## config.mk

```make
export PLATFORM = sky130hd
export DESIGN_NAME = bsg_dramsim3_traffic_gen
export DESIGN_NICKNAME = d
export VERILOG_FILES = /design/src/rtl/bsg_dramsim3_traffic_gen.sv
export SDC_FILE = /design/constraint.sdc
export NUM_CORES = 1
export LEC_CHECK = 0
export CORE_AREA = 10 10 242 244
export DETAILED_ROUTE_END_ITERATION = 8
export DIE_AREA = 0 0 252 254
export GPL_TIMING_DRIVEN = 1
export PLACE_DENSITY_LB_ADDON = 0.2
export SYNTH_ARGS = -nofsm -noshare
export SYNTH_HDL_FRONTEND = slang
export SYNTH_SLANG_ARGS = --single-unit
```

## constraint.sdc

```tcl
create_clock -name clk_i -period 3.5 [get_ports clk_i]
set_input_delay 1.05 -clock clk_i [delete_from_list [all_inputs] [get_ports clk_i]]
set_output_delay 1.05 -clock clk_i [all_outputs]
set_load 0.02 [all_outputs]
```

## src/rtl/bsg_dramsim3_traffic_gen.sv

```systemverilog
// Single-channel DRAM traffic generator: writes an address-derived pattern, reads it back
// and checks each response by its returned address, so responses may arrive in any order.
module bsg_dramsim3_traffic_gen #(
   parameter int unsigned channel_addr_width_p = 29,
   parameter int unsigned data_width_p         = 256,
   parameter int unsigned num_reqs_p           = 64,
   parameter int unsigned base_addr_p          = 0,
   parameter int unsigned stride_p             = data_width_p / 8,
   parameter int unsigned max_outstanding_p    = 8,
   parameter logic [31:0] seed_p               = 32'h5a5a0000,
   localparam int unsigned CntW = $clog2(num_reqs_p + 1),
   localparam int unsigned OstW = $clog2(max_outstanding_p + 1)
) (
   input  logic                            clk_i,
   input  logic                            reset_n_i,
   input  logic                            start_i,
   output logic                            v_o,
   output logic                            write_not_read_o,
   output logic [channel_addr_width_p-1:0] ch_addr_o,
   input  logic                            yumi_i,
   output logic                            data_v_o,
   output logic [data_width_p-1:0]         data_o,
   output logic [data_width_p/8-1:0]       mask_o,
   input  logic                            data_yumi_i,
   input  logic                            data_v_i,
   input  logic [data_width_p-1:0]         data_i,
   input  logic [channel_addr_width_p-1:0] read_done_ch_addr_i,
   output logic                            done_o,
   output logic                            error_o,
   output logic [15:0]                     error_count_o,
   output logic [CntW-1:0]                 write_count_o,
   output logic [CntW-1:0]                 read_count_o
);

   localparam int unsigned AW = channel_addr_width_p;
   localparam int unsigned DW = data_width_p;
   localparam logic [CntW-1:0] LastIdx  = CntW'(num_reqs_p - 1);
   localparam logic [CntW-1:0] NumReqs  = CntW'(num_reqs_p);
   localparam logic [OstW-1:0] MaxOst   = OstW'(max_outstanding_p);
   localparam logic [AW-1:0]   BaseAddr = AW'(base_addr_p);
   localparam logic [AW-1:0]   Stride   = AW'(stride_p);

   typedef enum logic [2:0] {StIdle, StWrite, StRead, StDrain, StDone} state_e;

   state_e          state_q;
   logic [CntW-1:0] idx_q, wcnt_q, rcnt_q;
   logic [OstW-1:0] ost_q;
   logic [15:0]     ecnt_q;
   logic            err_q, done_q, v_q, wnr_q, dv_q;
   logic [AW-1:0]   addr_q;
   logic [DW-1:0]   data_q;

   function automatic logic [DW-1:0] pattern(input logic [AW-1:0] a);
      logic [DW-1:0] p;
      logic [31:0]   a32;
      p   = '0;
      a32 = 32'(a);
      for (int k = 0; k < int'(DW / 32); k++) p[k*32 +: 32] = a32 ^ (seed_p + 32'(k));
      return p;
   endfunction

   logic            accept, issue, resp, resp_ok;
   logic [2:0]      n_err;
   logic [16:0]     ecnt_sum;
   logic [15:0]     ecnt_d;
   logic [CntW-1:0] rcnt_inc;
   logic [OstW-1:0] ost_next;
   logic [AW-1:0]   addr_nxt;

   // Responses are only meaningful once a run has started; stale ones in idle are dropped.
   always_comb begin
      accept   = v_q & yumi_i;
      issue    = accept & (state_q == StRead);
      resp     = data_v_i & (state_q != StIdle);
      resp_ok  = resp & (ost_q != '0);
      n_err    = 3'(yumi_i & ~v_q)
               + 3'((state_q == StWrite) & data_yumi_i & ~yumi_i)
               + 3'(resp & (data_i != pattern(read_done_ch_addr_i)))
               + 3'(resp & (ost_q == '0));
      ecnt_sum = {1'b0, ecnt_q} + 17'(n_err);
      ecnt_d   = ecnt_sum[16] ? 16'hffff : ecnt_sum[15:0];
      rcnt_inc = rcnt_q + CntW'(resp);
      ost_next = ost_q + OstW'(issue) - OstW'(resp_ok);
      addr_nxt = addr_q + Stride;
   end

   always_ff @(posedge clk_i or negedge reset_n_i) begin
      if (!reset_n_i) begin
         state_q <= StIdle;
         idx_q   <= '0;
         wcnt_q  <= '0;
         rcnt_q  <= '0;
         ost_q   <= '0;
         ecnt_q  <= '0;
         err_q   <= 1'b0;
         done_q  <= 1'b0;
         v_q     <= 1'b0;
         wnr_q   <= 1'b0;
         dv_q    <= 1'b0;
         addr_q  <= '0;
         data_q  <= '0;
      end else begin
         ecnt_q <= ecnt_d;
         err_q  <= err_q | (n_err != '0);
         rcnt_q <= rcnt_inc;
         ost_q  <= ost_next;
         unique case (state_q)
            StIdle, StDone: begin
               if (start_i) begin
                  state_q <= StWrite;
                  idx_q   <= '0;
                  wcnt_q  <= '0;
                  rcnt_q  <= '0;
                  ost_q   <= '0;
                  ecnt_q  <= '0;
                  err_q   <= 1'b0;
                  done_q  <= 1'b0;
                  v_q     <= 1'b1;
                  wnr_q   <= 1'b1;
                  dv_q    <= 1'b1;
                  addr_q  <= BaseAddr;
                  data_q  <= pattern(BaseAddr);
               end
            end
            StWrite: begin
               if (accept) begin
                  wcnt_q <= wcnt_q + 1'b1;
                  if (idx_q == LastIdx) begin
                     state_q <= StRead;
                     idx_q   <= '0;
                     addr_q  <= BaseAddr;
                     wnr_q   <= 1'b0;
                     dv_q    <= 1'b0;
                     v_q     <= (ost_next < MaxOst);
                  end else begin
                     idx_q  <= idx_q + 1'b1;
                     addr_q <= addr_nxt;
                     data_q <= pattern(addr_nxt);
                  end
               end
            end
            StRead: begin
               if (accept && idx_q == LastIdx) begin
                  state_q <= StDrain;
                  v_q     <= 1'b0;
               end else begin
                  if (accept) begin
                     idx_q  <= idx_q + 1'b1;
                     addr_q <= addr_nxt;
                  end
                  v_q <= (ost_next < MaxOst);
               end
            end
            StDrain: begin
               if (rcnt_inc >= NumReqs) begin
                  state_q <= StDone;
                  done_q  <= 1'b1;
               end
            end
            default: state_q <= StIdle;
         endcase
      end
   end

   assign v_o              = v_q;
   assign write_not_read_o = wnr_q;
   assign ch_addr_o        = addr_q;
   assign data_v_o         = dv_q;
   assign data_o           = data_q;
   assign mask_o           = '1;
   assign done_o           = done_q;
   assign error_o          = err_q;
   assign error_count_o    = ecnt_q;
   assign write_count_o    = wcnt_q;
   assign read_count_o     = rcnt_q;

endmodule

```

==> metrics.md <==
| Metric | Value |
|---|---|
| P_sw | `around 2.8 mW` |
| Post-route ant nets | `0` |
| Detailed-route DRC error count | `0` |
| Root Driver | `clkbuf_16` |
| Register area share after synthesis | `0.262` |
| Met2 Use GR | `0.246` |
| Power per cell area | `~410 nW/um2` |
| Worst setup EP type | `flop` |
| Worst hold path depth | `1` |
| TritonCTS Sinks | `98` |
| Busiest grt layer | `met2` |
| Row count | `85` |
| Largest net degree at the start of global routing | `42` |
| Post-layout util | `0.301` |
| Met1 global-route usage | `0.186` |
| Routed WL | `roughly 49,000 um` |
| Most numerous cell in the Yosys netlist | `buf_4` |
| Fin worst setup slack | `-871 ps` |
| Worst slew margin | `0.316` |
| Internal power | `between 3 and 4 mW` |
| Mapped Cells | `1,148` |
| FF-to-FF setup slack | `360 ps` |
| Worst ir drop on vdd | `around 0.22 mV` |
| Hold path endpoint | `idx_q[3]$_DFFE_PN0P_` |
| Gate power share | `0.569` |
| Worst setup SP type | `input pin` |
| Clk pwr share | `0.163` |
| Drt initial violations | `about 470` |
| Clock Skews | `8.37 ps` |
| Vias in the first global route | `9,823` |
| Synth async-reset ratio | `1.00` |
| Area fraction of the dominant cell type after synthesis | `0.262` |
| Hold Vio Cnt, Final | `0` |
| Hold Path Class | `flop to flop` |
| Reg2Reg Depth | `15` |
| GRT Overall Usage | `0.144` |
| Area growth, synth to finish | `72.0%` |
| Critical path peak fanout | `2` |
| Synth top area cells | `dfrtp_1 (26%), buf_4 (21%), xor2_1 (5.7%)` |
| Max-Cap Viols | `0` |
| H-tree levels | `3` |
| Grt ovf | `0` |
| Status | `finished, violations left` |
| Critical Path RT | `around 3800 ps` |
| Vias | `approximately 9,400` |
| Die height | `between 200 and 300 um` |
| Initial antenna violation count | `8` |
| Commonest cells post-synth | `buf_4 (268), dfrtp_1 (98), nand2_1 (80)` |
| Share of cells above drive strength 1 | `0.181` |
| Hold_buf cts | `0` |
| Clock-pin slew on the worst setup and hold paths | `80 ps` |
| Mapped cell area | `between 9000 and 10,000 um2` |
| Die Wd | `252 um` |
| Ys flop type | `dfrtp_1` |
| Period Utilization, post-route | `1.25` |
| Leak | `between 6 and 7 nW` |
| I/O pin cnt | `643` |
| Wire per inst | `roughly 21 um` |
| DIE AREA | `approximately 64,000 um2` |
| DP Worst Slack | `-2170 ps` |
| Synth warn | `0` |
| Min-delay src | `idx_q[3]$_DFFE_PN0P_` |
| Worst-Skew Late Latency | `~380 ps` |
| Post-DP HPWL | `a little over 40,000 um` |
| Grt met3 use | `0.0300` |
| FF+latch count, synth | `between 90 and 100` |
| CTS tree | `built` |
| Max Freq | `229 MHz` |
| Post-synth EDFFs | `0` |
| Total CTS buffers | `9` |
| RSZ-0062 raised after global routing | `yes` |
| Starting Density | `0.175` |
| Cell taking the most area after synthesis | `dfrtp_1` |
| Crit path kind | `input pin to flop` |
| Max clock buf depth | `2` |
| Nets | `approximately 1,900` |
| Syn avg cell area | `just over 8 um2` |
| Crit path time final | `roughly 4400 ps` |
| Sequential group share of total power | `0.268` |
| Slew @ Worst Pin | `approximately 1000 ps` |
| Global-route wire length before repair | `roughly 68,000 um` |
| Worst r2r src | `state_q[1]$_DFFE_PN0P_` |
| Vias per cell | `around 4.1` |
| Switching Fraction | `0.424` |
| Crit Reg-Reg Endpoint | `error_count_o[5]$_DFF_PN0_` |
| Synth unique cells | `68` |
| Final Wtd Congestion | `0.853` |
| Core box area | `53,600 um2` |
| PortBufs | `about 560` |
| Failing checks | `negative setup slack` |
| Max Slew Vio Count | `0` |
| Final setup fails | `17` |
| Drt pass-1 iters | `5` |
| Hold_ws | `approximately 510 ps` |
| Worst EP arrival | `about 4600 ps` |
[repair_timing]
action                     in CTS  in global routing
pin swaps                      62                 64
setup buffers                  24                  8
gates cloned                    1                  0
setup endpoints to repair      17                 17
gates resized for setup       205                132
[critical path: stages]
cell	delay (ps)
buf_8	100
buf_6	120
xor2_1	150
nand4_1	300
nor4_4	570
nand4_1	230
nor4_4	260
a21oi_4	140
ha_4	190
ha_4	230
buf_4	140
ha_4	200
a21o_1	180
a21oi_2	190
buf_4	140
buf_4	100
nor2_1	50
xnor2_1	200
a21oi_2	70
[worst max-delay path by stage]
stage / start / endpoint / slack (ps) / cells after the start
2_1_floorplan: data_i[14] / error_count_o[10]$_DFF_PN0_ / -670 / 16
3_3_place_gp: read_done_ch_addr_i[2] / error_count_o[12]$_DFF_PN0_ / -2170 / 19
3_5_place_dp: read_done_ch_addr_i[2] / error_count_o[12]$_DFF_PN0_ / -2170 / 19
4_1_cts: read_done_ch_addr_i[9] / error_count_o[14]$_DFF_PN0_ / -840 / 20
5_1_grt: read_done_ch_addr_i[4] / error_count_o[14]$_DFF_PN0_ / -960 / 20
6_report: read_done_ch_addr_i[1] / error_count_o[5]$_DFF_PN0_ / -870 / 19
[power groups by stage]
stage                     Sequential [mW]  Clock [mW]  Combinational [mW]
after global placement               1.80           0                3.69
after floorplan                      1.91           0                2.06
final                                1.78        1.08                3.79
after CTS                            1.79        1.13                3.77
after detailed placement             1.81           0                3.70
after global routing                 1.85        1.18                4.05
[sequential cells by signal, indices dropped and copies added, names as in the netlist]
signal and flops:
idx_q 7, read_count_o 7, error_count_o 16, ch_addr_o 24, data_v_o 1, data_o 26, done_o 1, state_q 3
v_o 1, error_o 1, write_count_o 7, ost_q 4
[per-stage QoR]
stage	instance area, um2	TNS [ps]	std cells	total power [mW]
2_1_floorplan	9770	-9990	1227	3.97
3_3_place_gp	14900	-35110	2269	5.48
3_5_place_dp	14900	-35200	2269	5.51
4_1_cts	15700	-12410	2308	6.69
5_1_grt	16100	-14640	2318	7.08
6_report	16100	-13010	2319	6.65
[kinds of logic after synthesis]
logic type               count (synthesis)  share of synthesized area
AND/OR/NAND/NOR                        364                      0.215
buffers and inverters                  347                      0.249
AO/OA/AOI/OAI                          202                      0.139
XOR/XNOR                               117                      0.109
flip-flops                              98                      0.262
adder cells (fa/ha/maj)                 18                     0.0256
other                                    2                   0.000801
[area by class of cell]
class	instances	area [um2]
timing repair buffer	690	6730
clock buffer	10	239
inverter	30	113
fill	5719	37500
multi-input combinational	782	5610
tap	696	871
clock inverter	6	73.8
sequential	98	2450
antenna	7	17.5
[metal layers]
layer | routed length (um) | vias up
li1 | - | 4592
met1 | 21500 | 4472
met2 | 24100 | 302
met3 | 2680 | 30
met4 | 567 | 2
met5 | 9 | -
[cells in the final DEF (no fill, tap or decap), types with 21 or more instances in the layout]
cell,n
clkdlybuf4s50_1,448
o21ai_0,36
nor2_1,43
inv_1,26
buf_6,27
a21oi_1,21
conb_1,81
o31ai_1,21
dlymetal6s2s_1,37
nand3_1,42
nand4_1,27
xor2_1,60
buf_4,103
and3_1,28
nand2_1,79
xnor2_1,42
dfrtp_1,98
dlygate4sd2_1,45
(Power assumes the default switching activity.)
